### src/rtl/wb_pkg.sv
// Shared definitions for the write-back arbiter stage: source select
// encoding, the hard-wired zero register and the select-width helper.
package wb_pkg;

  typedef enum logic [1:0] {
    SRC_MEM = 2'd0,
    SRC_ALU = 2'd1,
    SRC_PC4 = 2'd2,
    SRC_IMM = 2'd3
  } wb_src_e;

  localparam int WB_ZERO_REG = 0;

  // Width of the pipeline source select; a single source still gets one bit.
  function automatic int wb_selw(input int nsrc);
    return (nsrc > 1) ? $clog2(nsrc) : 1;
  endfunction

endpackage

### src/rtl/wb_port_arbiter.sv
// Ready/grant logic for the single register-file write port. The in-order
// pipeline normally wins; a long-unit result that keeps losing accumulates a
// starvation count and takes priority once it reaches STARVE_LIMIT.
// lu_ready never depends on lu_valid, only on the pipeline request and the
// registered starvation count.
module wb_port_arbiter
  import wb_pkg::*;
#(
  parameter int STARVE_LIMIT = 4
) (
  input  logic clk,
  input  logic rst_n,
  input  logic in_valid,
  input  logic in_reg_write,
  input  logic flush,
  input  logic lu_valid,
  output logic in_ready,
  output logic lu_ready,
  output logic grant_p,
  output logic grant_l
);

  localparam int CW = (STARVE_LIMIT > 0) ? $clog2(STARVE_LIMIT + 1) : 1;

  logic [CW-1:0] starve_cnt;
  logic          lu_prio;
  logic          pipe_claim;
  logic          lu_stall;

  // A flushed or non-writing pipeline transaction never claims the port.
  assign pipe_claim = in_valid & in_reg_write & ~flush;
  assign lu_prio    = (starve_cnt == CW'(STARVE_LIMIT));
  assign in_ready   = ~(lu_valid & lu_prio);
  assign lu_ready   = lu_prio | ~pipe_claim;
  assign grant_l    = lu_valid & lu_ready;
  assign grant_p    = in_valid & in_ready & ~grant_l;
  assign lu_stall   = lu_valid & ~lu_ready;

  // Count consecutive lost cycles of a pending long-unit result, saturating at the limit.
  always_ff @(posedge clk or negedge rst_n) begin
    if (!rst_n) begin
      starve_cnt <= '0;
    end else if (lu_stall) begin
      starve_cnt <= lu_prio ? starve_cnt : starve_cnt + CW'(1);
    end else begin
      starve_cnt <= '0;
    end
  end

endmodule

### src/rtl/wb_arbiter_stage.sv
// Registered write-back stage: selects the pipeline write data from NSRC
// packed sources, arbitrates the register-file write port against an
// out-of-band long-latency unit and registers the winning write.
// Writes to register 0 complete their handshake but issue no write.
// Optional build macro WB_ARB_STATS_EN adds 32-bit activity counters.
module wb_arbiter_stage
  import wb_pkg::*;
#(
  parameter  int N            = 32,
  parameter  int NSRC         = 4,
  parameter  int RW           = 5,
  parameter  int STARVE_LIMIT = 4,
  localparam int SELW         = wb_selw(NSRC)
) (
  input  logic              clk,
  input  logic              rst_n,
  input  logic              flush,
  input  logic              in_valid,
  output logic              in_ready,
  input  logic              in_reg_write,
  input  logic [RW-1:0]     in_rd,
  input  logic [SELW-1:0]   in_sel,
  input  logic [NSRC*N-1:0] in_src,
  input  logic              lu_valid,
  output logic              lu_ready,
  input  logic [RW-1:0]     lu_rd,
  input  logic [N-1:0]      lu_data,
  output logic              rf_we,
  output logic [RW-1:0]     rf_waddr,
  output logic [N-1:0]      rf_wdata
`ifdef WB_ARB_STATS_EN
  ,
  output logic [31:0]       stat_pipe_wr,
  output logic [31:0]       stat_lu_wr,
  output logic [31:0]       stat_lu_stall
`endif
);

  logic         grant_p;
  logic         grant_l;
  logic         req_p;
  logic         req_l;
  logic         write_p;
  logic         write_l;
  logic [N-1:0] pipe_data;

  wb_port_arbiter #(
    .STARVE_LIMIT(STARVE_LIMIT)
  ) u_arb (
    .clk         (clk),
    .rst_n       (rst_n),
    .in_valid    (in_valid),
    .in_reg_write(in_reg_write),
    .flush       (flush),
    .lu_valid    (lu_valid),
    .in_ready    (in_ready),
    .lu_ready    (lu_ready),
    .grant_p     (grant_p),
    .grant_l     (grant_l)
  );

  assign req_p   = in_valid & in_reg_write & ~flush & (in_rd != RW'(WB_ZERO_REG));
  assign req_l   = lu_valid & (lu_rd != RW'(WB_ZERO_REG));
  assign write_p = grant_p & req_p;
  assign write_l = grant_l & req_l;

  // Source mux; an out-of-range select falls back to the memory source.
  always_comb begin
    pipe_data = in_src[int'(SRC_MEM)*N +: N];
    for (int k = 0; k < NSRC; k++) begin
      if (in_sel == SELW'(k)) begin
        pipe_data = in_src[k*N +: N];
      end
    end
  end

  // Register the granted write; address and data hold when no write issues.
  always_ff @(posedge clk or negedge rst_n) begin
    if (!rst_n) begin
      rf_we    <= 1'b0;
      rf_waddr <= '0;
      rf_wdata <= '0;
    end else begin
      rf_we <= write_p | write_l;
      if (write_l) begin
        rf_waddr <= lu_rd;
        rf_wdata <= lu_data;
      end else if (write_p) begin
        rf_waddr <= in_rd;
        rf_wdata <= pipe_data;
      end
    end
  end

`ifdef WB_ARB_STATS_EN
  // Free-running activity counters, wrapping modulo 2^32.
  always_ff @(posedge clk or negedge rst_n) begin
    if (!rst_n) begin
      stat_pipe_wr  <= '0;
      stat_lu_wr    <= '0;
      stat_lu_stall <= '0;
    end else begin
      if (write_p)              stat_pipe_wr  <= stat_pipe_wr + 32'd1;
      if (write_l)              stat_lu_wr    <= stat_lu_wr + 32'd1;
      if (lu_valid & ~lu_ready) stat_lu_stall <= stat_lu_stall + 32'd1;
    end
  end
`endif

endmodule

### config.mk
export PLATFORM = sky130hd
export DESIGN_NAME = wb_arbiter_stage
export DESIGN_NICKNAME = d
export VERILOG_FILES = /design/src/rtl/wb_pkg.sv /design/src/rtl/wb_port_arbiter.sv /design/src/rtl/wb_arbiter_stage.sv
export SDC_FILE = /design/constraint.sdc
export NUM_CORES = 1
export LEC_CHECK = 0
export ABC_AREA = 1
export CAP_MARGIN = 20
export CORE_AREA = 2 2 85 87
export CTS_CLUSTER_DIAMETER = 120
export CTS_CLUSTER_SIZE = 40
export DETAILED_ROUTE_END_ITERATION = 12
export DIE_AREA = 0 0 87 89
export DONT_BUFFER_PORTS = 1
export PLACE_DENSITY_LB_ADDON = 0.25
export SYNTH_ARGS = -nofsm -noshare
export SYNTH_HDL_FRONTEND = slang
export SYNTH_SLANG_ARGS = --single-unit
### constraint.sdc
create_clock -name clk -period 3.21 [get_ports clk]
set_clock_uncertainty 0.05 [all_clocks]
set_input_delay 0.642 -clock clk [delete_from_list [all_inputs] [get_ports clk]]
set_output_delay 0.642 -clock clk [all_outputs]
set_load 0.02 [all_outputs]
After elaboration in Yosys (flattened, before gate mapping)
Cells that the tools add are included.
W data, S select, Z words.
{ "totals": {"reg_bits": 41, "mem_count": 0, "mem_bits_rw": 0, "output_inout_bits": 40, "in_bits": 178, "latchBits": 0, "word_cells": 40, "romBits": 0} }
{ "op_classes": {"add_sub_neg": 1, "multipliers": 0, "reduce_logical": 3, "muxes": 9, "div_mod_pow": 0, "n_eq_ne": 5, "n_shift": 0, "bitwise_logic": 18, "magnitude_cmp": 0} }
{ "ops": {"columns": ["cell", "count"], "rows": [
  ["$mux W32", 5],
  ["$and A1 B1 Y1", 11],
  ["$mux W5", 2],
  ["$reduce_bool A5 Y1", 2],
  ["$mux W3", 2],
  ["$not A1 Y1", 5],
  ["$eq A2 B2 Y1 const B", 2],
  ["$add A3 B1 Y3 const B", 1],
  ["$eq A3 B3 Y1 const B", 1],
  ["$eq A2 B1 Y1 const B", 1],
  ["$ne A2 B2 Y1 const B", 1],
  ["$or A1 B1 Y1", 2],
  ["$reduce_bool A2 Y1", 1]
]} }

Depth between registers and ports, before layout
{ "logic_depth": {"word_depth": 10, "ltp_mapped": 11, "mapped_depth_nobuf": 10} }

Hierarchy
A second synthesis with hierarchy kept.
{ "hier_totals": {"hier_cells": 631, "hier_area_um2": 3709.8} }
{ "by_module_without_submodules": {"columns": ["module", "area_per_inst_um2", "n_inst", "seq_area_each_um2", "cells_each"], "rows": [
  ["wb_arbiter_stage", 3515.9, 1, 950.9, 610],
  ["wb_port_arbiter", 193.9, 1, 75.1, 21]
]} }

Worst setup path before layout
Ideal clock, no wire load.
{ "synth_path": {"kind": "input -> output", "startpoint": "input in_valid", "endpoint": "output lu_ready", "path_buffers": 2, "arrival_ps": 1204, "t_required_ps": 2518, "slack_ps": 1314, "stages": 5, "cell_sequence": "nand2_1 -> nor2_1 -> nand2_1 -> buf_2 -> buf_2"} }
{ "synth_between": {"elab_chain_cells": 4} }
{ "synth_lines": {"columns": ["element", "line_no", "source"], "rows": [
  ["start, declared", "wb_arbiter_stage.sv:18", "input logic in_valid,"],
  ["$and A1 B1 Y1 (2 in a row)", "wb_port_arbiter.sv:31", "assign pipe_claim = in_valid & in_reg_write & ~flush;"],
  ["$not A1 Y1", "wb_port_arbiter.sv:34", "assign lu_ready = lu_prio | ~pipe_claim;"],
  ["$or A1 B1 Y1", "wb_port_arbiter.sv:34", null],
  ["end, declared", "wb_arbiter_stage.sv:25", "output logic lu_ready,"]
]} }
Every way passes these cells.

Worst setup path in the final report
{ "layout_path": {"startpoint": "register u_arb.starve_cnt[0]", "endpoint": "register rf_wdata[28]"} }
{ "layout_between": {"elab_chain_cells": 7, "elab_cells_between_ends": 12, "cone_classes": "eq/ne (1); mux (1); bitwise (9); reduce/logical (1)"} }
{ "layout_lines": {"columns": ["element", "line_no", "source"], "rows": [
  ["start, declared", "wb_port_arbiter.sv:25", "logic [CW-1:0] starve_cnt;"],
  ["start signal, assigned", "wb_port_arbiter.sv:44", "starve_cnt <= lu_prio ? starve_cnt : starve_cnt + CW'(1);"],
  ["$eq A3 B3 Y1 *", "wb_port_arbiter.sv:32", "assign lu_prio = (starve_cnt == CW'(STARVE_LIMIT));"],
  ["$and A1 B1 Y1 or $or A1 B1 Y1 (tied branches)", "wb_port_arbiter.sv:33, wb_port_arbiter.sv:34", null],
  ["$not A1 Y1 or $and A1 B1 Y1 (tied branches)", "wb_port_arbiter.sv:33, wb_port_arbiter.sv:35", null],
  ["$and A1 B1 Y1 or $not A1 Y1 (tied branches)", "wb_port_arbiter.sv:36", "assign grant_p = in_valid & in_ready & ~grant_l;"],
  ["$and A1 B1 Y1", "wb_port_arbiter.sv:36", null],
  ["$and A1 B1 Y1", "wb_arbiter_stage.sv:64", "assign write_p = grant_p & req_p;"],
  ["$reduce_bool A2 Y1 (no line)", null, null],
  ["end signal, assigned", "wb_arbiter_stage.sv:87", "rf_wdata <= lu_data;"],
  ["end signal, assigned", "wb_arbiter_stage.sv:90", "rf_wdata <= pipe_data;"],
  ["end, declared", "wb_arbiter_stage.sv:30", "output logic [N-1:0] rf_wdata"]
]} }
Mark *: on every way between the ends. The rest lies on a longest branch, timed or not.
A chain may end at the register's enable or synchronous reset.

==> flow_summary.ini <==
[critical_path]
reg2regPathDepth = 9
slowest_stage = nand2_4
r2r-start = u_arb.starve_cnt[0]$_DFFE_PN0P_
required_ps = 3330
rrSetupSlack_ps = 1020
worst-path-max-fanout = 36
crit_chain = inv_1, ha_1, nand2_1, nand2_1, nand3_2, nand2_4, inv_4, nand2_1, nand2_1
critical-path-max-stage-delay_ps = 460
startpoint_type = flop
critPathKind = reg2reg
cp_top_family = simple AND/OR/NAND/NOR gates
path_buf_inv = 2
cp-end-kind = flop
crit_arrival_ps = 2310
cp_common_cell = nand2_1
r2r-end = rf_wdata[28]$_DFFE_PN0P_

[die]
dieArea_um2 = 7740
die_w_um = 87
chipHeight_um = 89
core_area_um2 = 6720
initial_utilization_pct = 51.0
row_count = 30
ios = 218

[power_and_ir_drop]
powerDensity_nw_per_um2 = 408
power_mw = 1.39
peakVddDrop_v = 0.000186
p_leak_nw = 1.88

[drt]
wl_per_cell_um = 17.3
vias = 3636
drt-initial-drc-count = 205
dr.pass1.iters = 5
wl_mm = 10.6
drc = 0
drtAntennaViolNets = 0
viasPerCell = 5.96

[sta]
period_needed_ps = 2190
worst_pin_slew_ps = 900
slew_violations = 0
worst_slack_ps = 1020
fmax_mhz = 457
whs_ps = 140
hold_violations = 0
grt_setup_unrepaired = no
period_share_pct = 68.2
setup_viol = 0
relSlewSlack_pct = 39.9
setup_tns_ps = 0

[synth]
synth_seq_area_share_pct = 30.0
synth_top_family_by_area = simple AND/OR/NAND/NOR gates
syn-num-nets = 740
avgSynthCellArea_um2 = 6.12
synth_xor_area_share_pct = 0.256
synthSimpleGateAreaFrac_pct = 47.8
yosys_warnings = 0
synth_adder_area_share_pct = 0.731
yosys_register_bits = 41
synthCells = 560
syn_area_um2 = 3420
synth_cell_types = 23
synth_compound_gate_area_share_pct = 5.12
synth.mux.area_fraction_pct = 0

[placement]
dp_hpwl_mm = 8.07
place_congestion = 0.851
portBuffers = 0
placed_area_um2 = 3300
pre_cts_slack_ps = 919
place_inst = 601

[outcome]
status = completed

[job]
max_cap_viol_count = 0

[layout]
nFillCells = 712
final_common_cell = nand2_1
fin_util_pct = 50.6
stdcell_area_um2 = 3400
antenna_cells = 0
final_cell_mix = 179 x nand2_1, 135 x nand3_1, 74 x inv_1, 41 x dfrtp_1, 34 x o21ai_0
area.growth.synth_to_final_pct = -0.804
drive_gt1_share_pct = 3.58
nets = 709
finalNonFillerCells = 610

[hold_path]
hp-class = in2async

[clock_tree]
clk_pin_slew_worst_paths_ps = 70
cts_tree = done
numCtsBuffers = 5
worst_skew_pair.late_latency_ps = 280
cts.sinks = 41
htreeDepth = 2
clockBufferDepth = 2
cts-root-buf = clkbuf_8

[grt]
antenna_found_initial = 0
grt_pass1_wl_mm = 16.4
grt_pass1_vias = 3373
grt-ovfl-total = 0
grt_max_degree = 68
grtUsageTotal_pct = 27.0
[synthesized netlist by cell type]
master,instances,share of area (%)
clkbuf_1,12,1.3
buf_4,13,2.8
nor3b_1,1,0.22
buf_6,4,1.3
inv_4,2,0.37
nand2_2,2,0.37
dfrtp_1,41,30
ha_1,2,0.73
nand3b_1,1,0.22
o21ai_0,34,5.0
inv_2,1,0.11
nor2_1,5,0.55
nand3_1,135,20
nand2_1,179,20
xnor2_1,1,0.26
nand4_1,32,5.8
nand3_2,1,0.29
nand2_4,1,0.33
nor2_2,2,0.37
o21ai_1,1,0.15
buf_2,14,2.0
inv_1,74,8.1
nor3_1,2,0.29
[layer usage]
layer	track usage [%]	vias up	wire, um
met5	0	-	0
met1	32.4	1653	4050
met2	48.3	220	5320
met3	6.56	18	980
li1	-	1745	-
met4	7.24	0	217
[kinds of logic after synthesis]
kind of cell / count (synthesis)
AND/OR/NAND/NOR: 361
buffers and inverters: 120
flip-flops: 41
AO/OA/AOI/OAI: 35
adder cells (fa/ha/maj): 2
XOR/XNOR: 1
[layout make-up]
class	count	area, um2	area share (%)
timing repair buffer	5	50.0	1.47
clock buffer	8	80.1	2.36
sequential	41	1030	30.2
inverter	77	294	8.66
tap	80	100	2.95
multi-input combinational	399	1850	54.4
[worst max-delay path by stage]
stage                                          from                        to  slack (ps)  cells after the start
global route        u_arb.starve_cnt[0]$_DFFE_PN0P_   rf_waddr[1]$_DFFE_PN0P_         790                      9
floorplan                                  in_valid                  lu_ready        1310                      5
CTS                 u_arb.starve_cnt[0]$_DFFE_PN0P_                  lu_ready        1040                      5
finish              u_arb.starve_cnt[0]$_DFFE_PN0P_  rf_wdata[28]$_DFFE_PN0P_        1020                      9
global placement                          in_sel[1]  rf_wdata[18]$_DFFE_PN0P_         980                      8
detailed placement                        in_sel[1]  rf_wdata[18]$_DFFE_PN0P_         920                      8
[power by group]
group	leakage [nW]	internal, mW	switching [mW]
logic	1.34	0.114	0.202
registers	0.499	0.593	0.164
clock network	0.0395	0.154	0.159
[timing repair]
action                                 4_1_cts  5_1_grt
buffers inserted                             0        0
endpoints found under the hold margin       41        0
hold buffers                                 1        0
gates resized for setup                      0        0
[state kept, by name, summed over array words and instances (netlist names)]
register / count
rf_waddr: 5
rf_we: 1
rf_wdata: 32
u_arb.starve_cnt: 3
Note: power is estimated with default switching activity, not from simulation.
